$ cat config.mk
export PLATFORM = sky130hd
export DESIGN_NAME = bus_snoop_ctrl
export DESIGN_NICKNAME = d
export VERILOG_FILES = /design/src/rtl/bus_snoop_ctrl.sv
export SDC_FILE = /design/constraint.sdc
export NUM_CORES = 1
export LEC_CHECK = 0
export CAP_MARGIN = 25
export CORE_UTILIZATION = 42
export DETAILED_ROUTE_END_ITERATION = 7
export PLACE_DENSITY = 0.81
export SETUP_SLACK_MARGIN = 0.3
export SLEW_MARGIN = 10
export SYNTH_ARGS = -nofsm -noshare
export SYNTH_HDL_FRONTEND = slang
export SYNTH_SLANG_ARGS = --single-unit
$ cat constraint.sdc
create_clock -name clock -period 3.45 [get_ports clock]
set_input_delay 0.8625 -clock clock [delete_from_list [all_inputs] [get_ports clock]]
set_output_delay 0.8625 -clock clock [all_outputs]
set_load 0.03 [all_outputs]
$ cat src/rtl/bus_snoop_ctrl.sv
// Snoop controller for a two-line write-back cache: watches foreign bus misses and
// invalidates, writes back dirty data when needed, and updates the affected line state.
module bus_snoop_ctrl (
    input  logic       clock,
    input  logic       reset_n,
    input  logic [5:0] bus_in,
    input  logic       bus_own,
    input  logic [1:0] cb0_state,
    input  logic [1:0] cb1_state,
    input  logic [2:0] cb0_addr,
    input  logic [2:0] cb1_addr,
    input  logic [3:0] cb0_data,
    input  logic [3:0] cb1_data,
    input  logic       wb_ready,
    output logic       wb_valid,
    output logic [2:0] wb_addr,
    output logic [3:0] wb_data,
    output logic [1:0] state_we,
    output logic [1:0] state_new,
    output logic       abort,
    output logic       snoop_done,
    output logic       busy,
    output logic       protocol_err
);

    localparam logic [1:0] OP_NONE = 2'b00;
    localparam logic [1:0] OP_RD   = 2'b01;
    localparam logic [1:0] OP_WR   = 2'b10;
    localparam logic [1:0] OP_INV  = 2'b11;

    localparam logic [1:0] ST_I = 2'b00;
    localparam logic [1:0] ST_S = 2'b01;
    localparam logic [1:0] ST_M = 2'b10;

    typedef enum logic [1:0] {
        IDLE   = 2'b00,
        LOOKUP = 2'b01,
        WB     = 2'b10,
        FINISH = 2'b11
    } state_t;

    state_t     state_q, state_d;
    logic [1:0] op_q, op_d;
    logic [2:0] addr_q, addr_d;
    logic       hit_q, hit_d;
    logic       dirty_q, dirty_d;
    logic [3:0] data_q, data_d;

    logic [1:0] sel_state;
    logic [2:0] sel_addr;
    logic [3:0] sel_data;
    logic       look_hit;
    logic       look_dirty;
    logic       accept;

    // Line selection is by the low address bit; reserved state 11 never hits.
    always_comb begin
        sel_state  = addr_q[0] ? cb1_state : cb0_state;
        sel_addr   = addr_q[0] ? cb1_addr  : cb0_addr;
        sel_data   = addr_q[0] ? cb1_data  : cb0_data;
        look_hit   = (sel_addr == addr_q) && ((sel_state == ST_S) || (sel_state == ST_M));
        look_dirty = look_hit && (sel_state == ST_M);
    end

    assign accept = bus_in[5] && (bus_in[4:3] != OP_NONE) && !bus_own;

    always_ff @(posedge clock or negedge reset_n) begin
        if (!reset_n) begin
            state_q <= IDLE;
            op_q    <= OP_NONE;
            addr_q  <= 3'b000;
            hit_q   <= 1'b0;
            dirty_q <= 1'b0;
            data_q  <= 4'b0000;
        end else begin
            state_q <= state_d;
            op_q    <= op_d;
            addr_q  <= addr_d;
            hit_q   <= hit_d;
            dirty_q <= dirty_d;
            data_q  <= data_d;
        end
    end

    always_comb begin
        state_d      = state_q;
        op_d         = op_q;
        addr_d       = addr_q;
        hit_d        = hit_q;
        dirty_d      = dirty_q;
        data_d       = data_q;
        wb_valid     = 1'b0;
        wb_addr      = 3'b000;
        wb_data      = 4'b0000;
        state_we     = 2'b00;
        state_new    = ST_I;
        abort        = 1'b0;
        snoop_done   = 1'b0;
        protocol_err = 1'b0;

        case (state_q)
            IDLE: begin
                if (accept) begin
                    op_d    = bus_in[4:3];
                    addr_d  = bus_in[2:0];
                    state_d = LOOKUP;
                end
            end
            LOOKUP: begin
                hit_d   = look_hit;
                dirty_d = look_dirty;
                data_d  = sel_data;
                // Dirty lines hit by an invalidate are flagged, not written back.
                if (look_dirty && (op_q != OP_INV)) begin
                    state_d = WB;
                end else begin
                    state_d = FINISH;
                end
            end
            WB: begin
                wb_valid = 1'b1;
                wb_addr  = addr_q;
                wb_data  = data_q;
                if (wb_ready) begin
                    abort   = 1'b1;
                    state_d = FINISH;
                end
            end
            FINISH: begin
                snoop_done = 1'b1;
                state_d    = IDLE;
                if (hit_q) begin
                    case (op_q)
                        OP_RD: begin
                            if (dirty_q) begin
                                state_we  = addr_q[0] ? 2'b10 : 2'b01;
                                state_new = ST_S;
                            end
                        end
                        OP_WR: begin
                            state_we  = addr_q[0] ? 2'b10 : 2'b01;
                            state_new = ST_I;
                        end
                        OP_INV: begin
                            state_we     = addr_q[0] ? 2'b10 : 2'b01;
                            state_new    = ST_I;
                            protocol_err = dirty_q;
                        end
                        default: ;
                    endcase
                end
            end
            default: state_d = IDLE;
        endcase
    end

    assign busy = (state_q != IDLE);

    a_we_onehot: assert property (@(posedge clock) disable iff (!reset_n) $onehot0(state_we));
    a_abort_hs:  assert property (@(posedge clock) disable iff (!reset_n) abort |-> (wb_valid && wb_ready));
    a_done_once: assert property (@(posedge clock) disable iff (!reset_n) snoop_done |=> !snoop_done);

endmodule

==> impl_results.md <==
* Setup Fix Bufs, Post-CTS at 0
* Most common cell in the netlist: dfrtp_1
* Area share of the largest cell type after synthesis at 0.373
* CP required at 2.59 ns
* Chip Height at 47.6 um
* Io pins at 44
* Worst setup SP type: input port
* Core Rows at 16
* Post-DP HPWL at 1560 um
* Clk pwr share at 0.093
* Sequential cell area fraction in the yosys report at 0.373
* Worst Tran Pin Value at 0.608 ns
* Multiplexer area fraction after synthesis at 0.194
* Post-synthesis cell area at 872 sq um
* Final setup viols at 0
* Leakage power at 0.582 nW
* Synth cell count leaders: dfrtp_1 (13), and2_1 (8), nor2_1 (8)
* Compound-gate portion of the synthesized area at 0.0846
* First-pass GRT wire length at 2790 um
* Final period utilization at 0.865
* Fin util at 0.675
* Cell taking the most area after synthesis: dfrtp_1
* Cell Chain, Critical Path: clkdlybuf4s50_1 > and2_1 > clkdlybuf4s50_1
* Hold_buf cts at 0
* ANT nets after route at 0
* Slowest cell delay on critical path at 0.67 ns
* Hold Crit Depth at 2
* Starting Density at 0.445
* Sw Ratio at 0.431
* Min cycle time layout at 2.98 ns
* Die area at 0.00226 sq mm
* RSZ-0062 raised after global routing: no
* Critical-path top delay cell: clkdlybuf4s50_1
* Non-Filler Instances at 155
* Synth async-reset ratio at 1.00
* Placed cells at 151
* Clock skew at 0.00336 ns
* CTS root buffer: clkbuf_4
* TNS Setup at 0 ns
* Fmax at 0.335 GHz
* Pin count of the biggest net entering global routing at 14
* Netlist cell types at 27
* Post-Synth XOR/XNOR Area at 0.0301
* Synth Area per Inst at 10.1 sq um
* Initial antenna violation count at 0
* Remaining global-route overflow at 0
* 1st-pass router iterations at 4
* CP Capture Type: primary output
* Post-Syn Nets at 120
* Area Overhead vs Synth at 51.9%
* Antenna cells at 0
* Nets at 163
* Clk buf depth at 2
* Setup CP Type: in2out
* Initial DRC Count at 4
* Final WL at 1930 um
* Register share of total power at 0.311
* Share of post-route cells with drive strength above 1 at 0.102
* Fillers at 158
* Min Hold Slack at 0.527 ns
* Yosys warnings at 0
* CTS tree: built
* CP Depth at 3
* Most frequent CP cell: clkdlybuf4s50_1
* CP bufs+invs at 2
* Via count at 766
* Vias in the first global route at 674
* Tot GR Track Use at 0.178
* Combinational Power Share at 0.596
* I/O Buffers at 42
* H-tree lvl count at 1
* GP Congestion at 0.679
* Worst-case reg-to-reg path depth at 4
* PD cells at 760 mW/mm^2
* Post-Synth Adder-Cell Area at 0.0861
* CP max FO at 2
* Critical Path AT at 2.12 ns
* Via-to-Cell Ratio at 4.94
* Crit path max-delay family: buffers and inverters
* Type of the worst min-delay path: reg2reg
* Combinational family with the most area after synthesis: multiplexers
* CTS resizes at 0
* Simple-Gate Fraction of Synth Area at 0.171
* Slew Viols, Final at 0
* Max-cap viol count at 0
* Die Width at 47.6 um
* Status: finished clean
* WL per Instance at 12.5 um
* CTS Buf Count at 3
* Seq cells post-synth at 13
* Ys flop type: dfrtp_1
* Clk Latency, worst-skew pair at 0.28 ns
* Internal power at 0.573 mW
* Switching pwr at 0.434 mW
* Clock transition at the registers of the reported paths at 0.08 ns
* Post-synthesis cell count at 86
* CORE AREA at 0.00196 sq mm
* # DRC at 0
* CTS Sinks at 13
* Dominant cells by area after synthesis: dfrtp_1 (37%), ha_1 (8.6%), mux2_4 (8.6%)
* Rel. slew slack at 0.593
* Post-synth EDFFs at 0
* Hold Fails Final Rpt at 0
* Maximum VDD drop at 0.508 mV
-- cells in the final DEF, fill, tap and decap left out, drive strengths merged, types with 2 or more instances in the layout --
| master | netlist | layout |
|---|---|---|
| o22ai | 2 | 2 |
| ha | 6 | 6 |
| inv | 6 | 6 |
| xor2 | 3 | 3 |
| o21ai | 3 | 3 |
| clkdlybuf4s50 | 0 | 42 |
| mux2 | 8 | 8 |
| dfrtp | 13 | 13 |
| a21oi | 6 | 6 |
| and2 | 8 | 8 |
| clkbuf | 1 | 4 |
| nand2 | 4 | 4 |
| nor2 | 8 | 8 |
| mux2i | 6 | 6 |
-- per-stage QoR --
| step | worst slack (ns) | instance area [sq um] | total power [mW] |
|---|---|---|---|
| 4_1_cts | 0.453 | 1330 | 1.02 |
| 2_1_floorplan | 0.982 | 872 | 0.719 |
| 3_3_place_gp | 0.475 | 1300 | 0.905 |
| 3_5_place_dp | 0.458 | 1300 | 0.927 |
| 5_1_grt | 0.433 | 1330 | 1.10 |
| 6_report | 0.465 | 1330 | 1.01 |
-- layer usage --
layer  GRT usage  wire length [um]  vias to the layer above
li1            -                 -                      373
met1       0.199               772                      361
met2       0.326               983                       30
met3      0.0491               156                        2
met4      0.0556                20                        0
met5           0                 0                        -
-- state kept, by name, indices dropped and copies added (netlist names) --
| name | count |
|---|---|
| data_q | 4 |
| addr_q | 3 |
| op_q | 2 |
| state_q | 2 |
| dirty_q | 1 |
| hit_q | 1 |
-- cell type report --
class	count	area, sq um	share of cell area
multi-input cells	63	497	0.375
flip-flops and latches	13	325	0.246
clock buffers	4	26.3	0.0198
repair buffers	42	420	0.317
well taps	27	33.8	0.0255
inverters	6	22.5	0.0170
-- path summary, 6_finish.rpt --
| check | start | to | slack, ns |
|---|---|---|---|
| max | wb_ready | abort | 0.47 |
| min | data_q[3] | data_q[3] | 0.53 |
| max reg2reg | addr_q[0] | hit_q | 1.68 |
| min reg2reg | data_q[3] | data_q[3] | 0.53 |
| max in group asynchronous | reset_n | addr_q[1] | 2.09 |
| min in group asynchronous | reset_n | data_q[2] | 0.96 |
-- power by group through the flow --
stage | Sequential [mW] | Combinational (mW) | Clock [mW]
after global placement | 0.312 | 0.593 | 0
after floorplan | 0.278 | 0.440 | 0
after CTS | 0.316 | 0.610 | 0.0983
final | 0.314 | 0.600 | 0.0935
after global routing | 0.327 | 0.663 | 0.106
after detailed placement | 0.319 | 0.607 | 0
-- logic make-up after synthesis --
kind of cell | after synthesis
xor gates and xnor gates | 3
muxes | 14
other | 1
buffers and inverters | 10
and+or+nand+nor | 27
DFF | 13
adders and majority gates | 6
AOI/OAI and AO/OA | 12
-- worst register-to-register path, delay by kind of cell (launching register included) --
family	cells	cell delay [ns]
flops	1	0.68
simple gates	1	0.04
fa+ha+maj	1	0.28
mux	2	0.66
Power figures use the tool's default switching activity.
